**src/rtl/serial_add_pkg.sv**
```systemverilog
// Shared definitions for the bit-serial adder controller: FSM state
// encoding and the bit-counter width helper.
package serial_add_pkg;

  localparam logic [1:0] ST_IDLE = 2'd0;
  localparam logic [1:0] ST_RUN  = 2'd1;
  localparam logic [1:0] ST_DONE = 2'd2;

  typedef enum logic [1:0] {
    S_IDLE = ST_IDLE,
    S_RUN  = ST_RUN,
    S_DONE = ST_DONE
  } state_t;

  // Counter must hold 0..width without wrapping inside one operation.
  function automatic int cnt_w(input int width);
    return $clog2(width + 1);
  endfunction

endpackage

```
**src/rtl/serial_add_ctrl_fa_cell.sv**
```systemverilog
// Single-bit full-adder cell shared across all bit positions of the
// serial adder. Purely combinational.
module fa_cell (
  input  logic a,
  input  logic b,
  input  logic c,
  output logic sum,
  output logic carry
);

  assign sum   = a ^ b ^ c;
  assign carry = (a & b) | (c & (a ^ b));

endmodule

```
**src/rtl/serial_add_ctrl.sv**
```systemverilog
// Bit-serial adder controller: time-multiplexes one fa_cell over WIDTH
// cycles to produce {cout,sum} = a + b + cin.
// Optional feature macro: SERIAL_ADD_SUB_EN adds a 'sub' input that turns
// the operation into a - b (b inverted, carry-in forced to 1).
module serial_add_ctrl
  import serial_add_pkg::*;
#(
  parameter int WIDTH = 8
) (
  input  logic             clk,
  input  logic             rst_n,
  input  logic             start,
  input  logic [WIDTH-1:0] a,
  input  logic [WIDTH-1:0] b,
  input  logic             cin,
`ifdef SERIAL_ADD_SUB_EN
  input  logic             sub,
`endif
  output logic             busy,
  output logic             done,
  output logic [WIDTH-1:0] sum,
  output logic             cout
);

  localparam int CNT_W = cnt_w(WIDTH);
  localparam logic [CNT_W-1:0] LAST = CNT_W'(WIDTH - 1);

  state_t           state;
  logic [WIDTH-1:0] a_sr;
  logic [WIDTH-1:0] b_sr;
  logic [WIDTH-1:0] s_sr;
  logic             carry;
  logic [CNT_W-1:0] cnt;

  logic             fa_sum;
  logic             fa_carry;
  logic [WIDTH:0]   s_ext;
  logic [WIDTH-1:0] s_next;
  logic [WIDTH-1:0] b_load;
  logic             c_load;

  fa_cell u_fa (
    .a     (a_sr[0]),
    .b     (b_sr[0]),
    .c     (carry),
    .sum   (fa_sum),
    .carry (fa_carry)
  );

  // Next sum shift-register value: new bit enters at the MSB, the rest move right.
  always_comb begin
    s_ext  = {fa_sum, s_sr};
    s_next = s_ext[WIDTH:1];
  end

  // Operand B / carry-in values loaded on an accepted start.
  always_comb begin
`ifdef SERIAL_ADD_SUB_EN
    if (sub) begin
      b_load = ~b;
      c_load = 1'b1;
    end else begin
      b_load = b;
      c_load = cin;
    end
`else
    b_load = b;
    c_load = cin;
`endif
  end

  // Controller FSM with datapath shift registers and registered outputs.
  always_ff @(posedge clk or negedge rst_n) begin
    if (!rst_n) begin
      state <= S_IDLE;
      a_sr  <= '0;
      b_sr  <= '0;
      s_sr  <= '0;
      carry <= 1'b0;
      cnt   <= '0;
      busy  <= 1'b0;
      done  <= 1'b0;
      sum   <= '0;
      cout  <= 1'b0;
    end else begin
      case (state)
        S_IDLE: begin
          if (start) begin
            a_sr  <= a;
            b_sr  <= b_load;
            s_sr  <= '0;
            carry <= c_load;
            cnt   <= '0;
            busy  <= 1'b1;
            state <= S_RUN;
          end else begin
            state <= S_IDLE;
          end
        end
        S_RUN: begin
          a_sr  <= a_sr >> 1;
          b_sr  <= b_sr >> 1;
          s_sr  <= s_next;
          carry <= fa_carry;
          cnt   <= cnt + CNT_W'(1);
          if (cnt == LAST) begin
            sum   <= s_next;
            cout  <= fa_carry;
            done  <= 1'b1;
            busy  <= 1'b0;
            state <= S_DONE;
          end else begin
            state <= S_RUN;
          end
        end
        S_DONE: begin
          // The result pulse lasts one cycle; a new request may be taken here.
          done <= 1'b0;
          if (start) begin
            a_sr  <= a;
            b_sr  <= b_load;
            s_sr  <= '0;
            carry <= c_load;
            cnt   <= '0;
            busy  <= 1'b1;
            state <= S_RUN;
          end else begin
            state <= S_IDLE;
          end
        end
        default: begin
          busy  <= 1'b0;
          done  <= 1'b0;
          state <= S_IDLE;
        end
      endcase
    end
  end

endmodule

```
**config.mk**
```make
export PLATFORM = sky130hd
export DESIGN_NAME = serial_add_ctrl
export DESIGN_NICKNAME = d
export VERILOG_FILES = /design/src/rtl/serial_add_pkg.sv /design/src/rtl/serial_add_ctrl_fa_cell.sv /design/src/rtl/serial_add_ctrl.sv
export SDC_FILE = /design/constraint.sdc
export NUM_CORES = 1
export LEC_CHECK = 0
export CAP_MARGIN = 40
export CORE_UTILIZATION = 48
export DETAILED_ROUTE_END_ITERATION = 10
export PLACE_DENSITY = 0.76
export SKIP_LAST_GASP = 1
export SYNTH_ARGS = -nofsm -noshare
export SYNTH_HDL_FRONTEND = slang
export SYNTH_SLANG_ARGS = --single-unit
```
**constraint.sdc**
```tcl
create_clock -name clk -period 1.44 [get_ports clk]
set_clock_uncertainty 0.05 [all_clocks]
set_input_delay 0.288 -clock clk [delete_from_list [all_inputs] [get_ports clk]]
set_output_delay 0.288 -clock clk [all_outputs]
set_load 0.05 [all_outputs]
```
==> flow_summary_export.csv <==
group,metric,value,unit
synthesis,yosysTopAreaCell,"dfrtp_1",
synthesis,synthCells,128,
clock_tree,cts_sinks,41,
floorplan,start_util,51.7,%
clock_tree,cts_tree,"built",
cells_and_area,area_growth,41.1,%
synthesis,synth_nets,150,
synthesis,synth_cell_types,28,
worst_setup_path,cpPeakStageDelay,0.42,ns
worst_setup_path,r2r_start,"cnt[1]$_DFFE_PN0P_",
global_route,overflow,0,
sta,post-route-period-util,112,%
worst_setup_path,reg2reg_to,"sum[4]$_DFFE_PN0P_",
worst_setup_path,critPathLaunchType,"flop",
clock_tree,path_clk_slew,0.08,ns
pwr,p_leak,0.00133,uW
sta,worst_pin_slew,0.411,ns
synthesis,synth_warnings,0,
floorplan,ios,31,
routing,drc,0,
routing,first_iter_violations,42,
global_route,track_usage,19.9,%
worst_setup_path,crit_slowest_cell,"dfrtp_1",
routing,routed_wirelength,3.74,mm
synthesis,avgSynthCellArea,15.2,um^2
synthesis,syn_area,1950,um^2
floorplan,fp.dieH,65.7,um
cells_and_area,nets,209,
run_status,status,"finished, violations left",
worst_setup_path,worst-path-stages,6,
sta,timing.slew.headroom,72.6,%
worst_setup_path,critPathCapture,"sum[4]$_DFFE_PN0P_",
worst_setup_path,endpoint_kind,"flop",
cells_and_area,regArea,1030,um^2
cells_and_area,drive_gt1_share,51.3,%
pwr,power.density,2360,nW/um^2
run_status,violations,"negative setup slack",
placed_design,dp_slack,-0.283,ns
worst_setup_path,crit_fanout,4,
clock_tree,clockRootBuffer,"clkbuf_8",
placed_design,gp_congestion,0.796,
clock_tree,h-tree-depth,2,
floorplan,core,3770,um^2
worst_setup_path,cp_top_family,"flip-flops",
worst_setup_path,cp_num_buf_inv,2,
worst_setup_path,cp.arrival,1.74,ns
sta,timing.final.ws_setup,-0.173,ns
worst_hold_path,hold_class,"primary input to asynchronous set/reset pin",
routing,avgViaCountPerCell,5.24,
global_route,grt_max_degree,26,
sta,slew_violations,0,
routing,num_vias,1232,
placed_design,port_buffers,30,
global_route,grt_pass1_wl,6.31,mm
sta,timing.fmax,0.620,GHz
worst_setup_path,reg2regPathDepth,6,
sta,finalCriticalPeriod,1.61,ns
worst_setup_path,crit_required,1.57,ns
worst_setup_path,worstPathCellList,"ha_4 > nand3b_4 > nor3b_4 > buf_6 > buf_4 > mux2_2",
sta,rsz0062_at_grt,"yes",
placed_design,dpl.cell_count,221,
sta,final-setup-viol-count,24,
cells_and_area,diodes,0,
routing,antenna_left,0,
global_route,grt_pass1_vias,1304,
global_route,antenna_found_initial,0,
clock_tree,cts-buffers-inserted,5,
floorplan,die_x,65.7,um
cells_and_area,multi_input_comb_area,890,um^2
pwr,total_power,6490,uW
sta,hold_viol,0,
floorplan,num_rows,22,
synthesis,yosys.area.top_type_share,52.7,%
cells_and_area,final_cells,235,
run,maxCapViolations,0,
pwr,max-vdd-ir-drop,0.947,mV
routing,drtPass1Iterations,4,
routing,wl_per_cell,15.9,um
synthesis,synthTopCellsByArea,"dfrtp_1 (53%), mux2_2 (14%), mux2_4 (13%)",
cells_and_area,nFillCells,222,
synthesis,synth_seq_cells,41,
floorplan,dieArea,4320,um^2
worst_setup_path,r2r_setup_slack,-0.17,ns
worst_setup_path,startpoint,"cnt[1]$_DFFE_PN0P_",
placed_design,hpwlAfterDp,2.66,mm
synthesis,ys_seq_area_share,52.7,%
clock_tree,insertion_delay,0.29,ns
worst_setup_path,path_class,"flop to flop",
clock_tree,cts_buffer_depth,2,
-- routing by layer --
layer,track usage [%],wire length [um]
met1,25.2,1630
met2,34.2,1920
met3,4.86,140
met4,4.62,39
met5,0,0
-- worst min-delay path by stage --
| stage | startpoint | to | depth (start not counted) |
|---|---|---|---|
| final | rst_n | sum[0]$_DFFE_PN0P_ | 2 |
| after global placement | rst_n | sum[0]$_DFFE_PN0P_ | 1 |
| after CTS | rst_n | sum[0]$_DFFE_PN0P_ | 2 |
| after global routing | rst_n | sum[0]$_DFFE_PN0P_ | 2 |
| after detailed placement | rst_n | sum[0]$_DFFE_PN0P_ | 1 |
| after floorplan | rst_n | a_sr[0]$_DFFE_PN0P_ | 0 |
-- flip-flops by register name, indices dropped and copies added (netlist names) --
register  count
a_sr          8
b_sr          8
busy          1
carry         1
cnt           4
cout          1
done          1
s_sr          7
state         2
sum           8
-- power breakdown --
group | switching, uW | total (uW) | leakage, uW | internal [uW]
sequential | 474 | 2160 | 0.000516 | 1690
combinational | 1370 | 3460 | 0.000756 | 2090
clock | 370 | 873 | 0.0000540 | 503
-- cell usage after synthesis (all sizes together) --
library cell and count:
fa 1, mux2i 3, nand3 3, and2b 1
a22o 8, nor2b 1, a21oi 4, a21o 3
nor2 4, nor3b 2, mux2 41, inv 1
nand2 1, o21ai 2, nand4b 1, nand3b 1
a31o 1, buf 7, ha 1, dfrtp 41
nand2b 1
-- cell usage in the layout (no fill, tap or decap), types with 2 or more instances in the layout --
cell,Yosys,layout
nor2_1,2,2
a21oi_1,3,3
o21ai_0,2,2
mux2i_1,3,3
buf_12,2,13
nand3_1,3,3
clkbuf_8,0,5
dfrtp_1,41,41
clkdlybuf4s50_1,0,18
nor2_2,2,2
buf_4,1,22
mux2_2,24,16
mux2_4,17,25
a21o_1,3,3
buf_6,2,4
a22o_1,8,8
-- cells by family after synthesis --
logic type | Yosys count | synth area share, %
compound gates | 18 | 7.32
fa+ha+maj | 2 | 1.67
simple gates | 15 | 5.52
flops | 41 | 52.7
buf+inv | 8 | 4.30
mux | 44 | 28.5
-- stage by stage --
step | instance area (um^2) | setup TNS (ns) | util (%) | hold WS [ns]
final | 2750 | -2.25 | 72.9 | 0.403
after global routing | 2750 | -3.80 | 72.9 | 0.436
after CTS | 2750 | -2.26 | 72.8 | 0.414
after detailed placement | 2570 | -6.01 | 68.3 | 0.194
after global placement | 2570 | -4.92 | 68.3 | 0.190
after floorplan | 2000 | -0.487 | - | -0.0576
-- worst reg2reg max path, stage by stage (launching register included) --
cell and delay, ns:
dfrtp_1 0.42, ha_4 0.18, nand3b_4 0.09, nor3b_4 0.21, buf_6 0.15, buf_4 0.10
mux2_2 0.31
-- area by class of cell --
cell class | instances | area share, %
multi-input combinational | 79 | 32.4
tap | 48 | 2.18
inverter | 1 | 0.137
sequential | 41 | 37.3
clock buffer | 5 | 2.50
clock inverter | 2 | 1.27
timing repair buffer | 59 | 24.2
-- repair_timing --
action                                  CTS  global route
hold endpoints to repair                 16             0
cloned                                    0             0
resized for setup                         5             0
endpoints found under the setup margin   24            34
setup buffers                             5             2
pin swaps                                 1             1
hold buffers                              1             0
No activity file was read; power rests on OpenSTA's default activity.
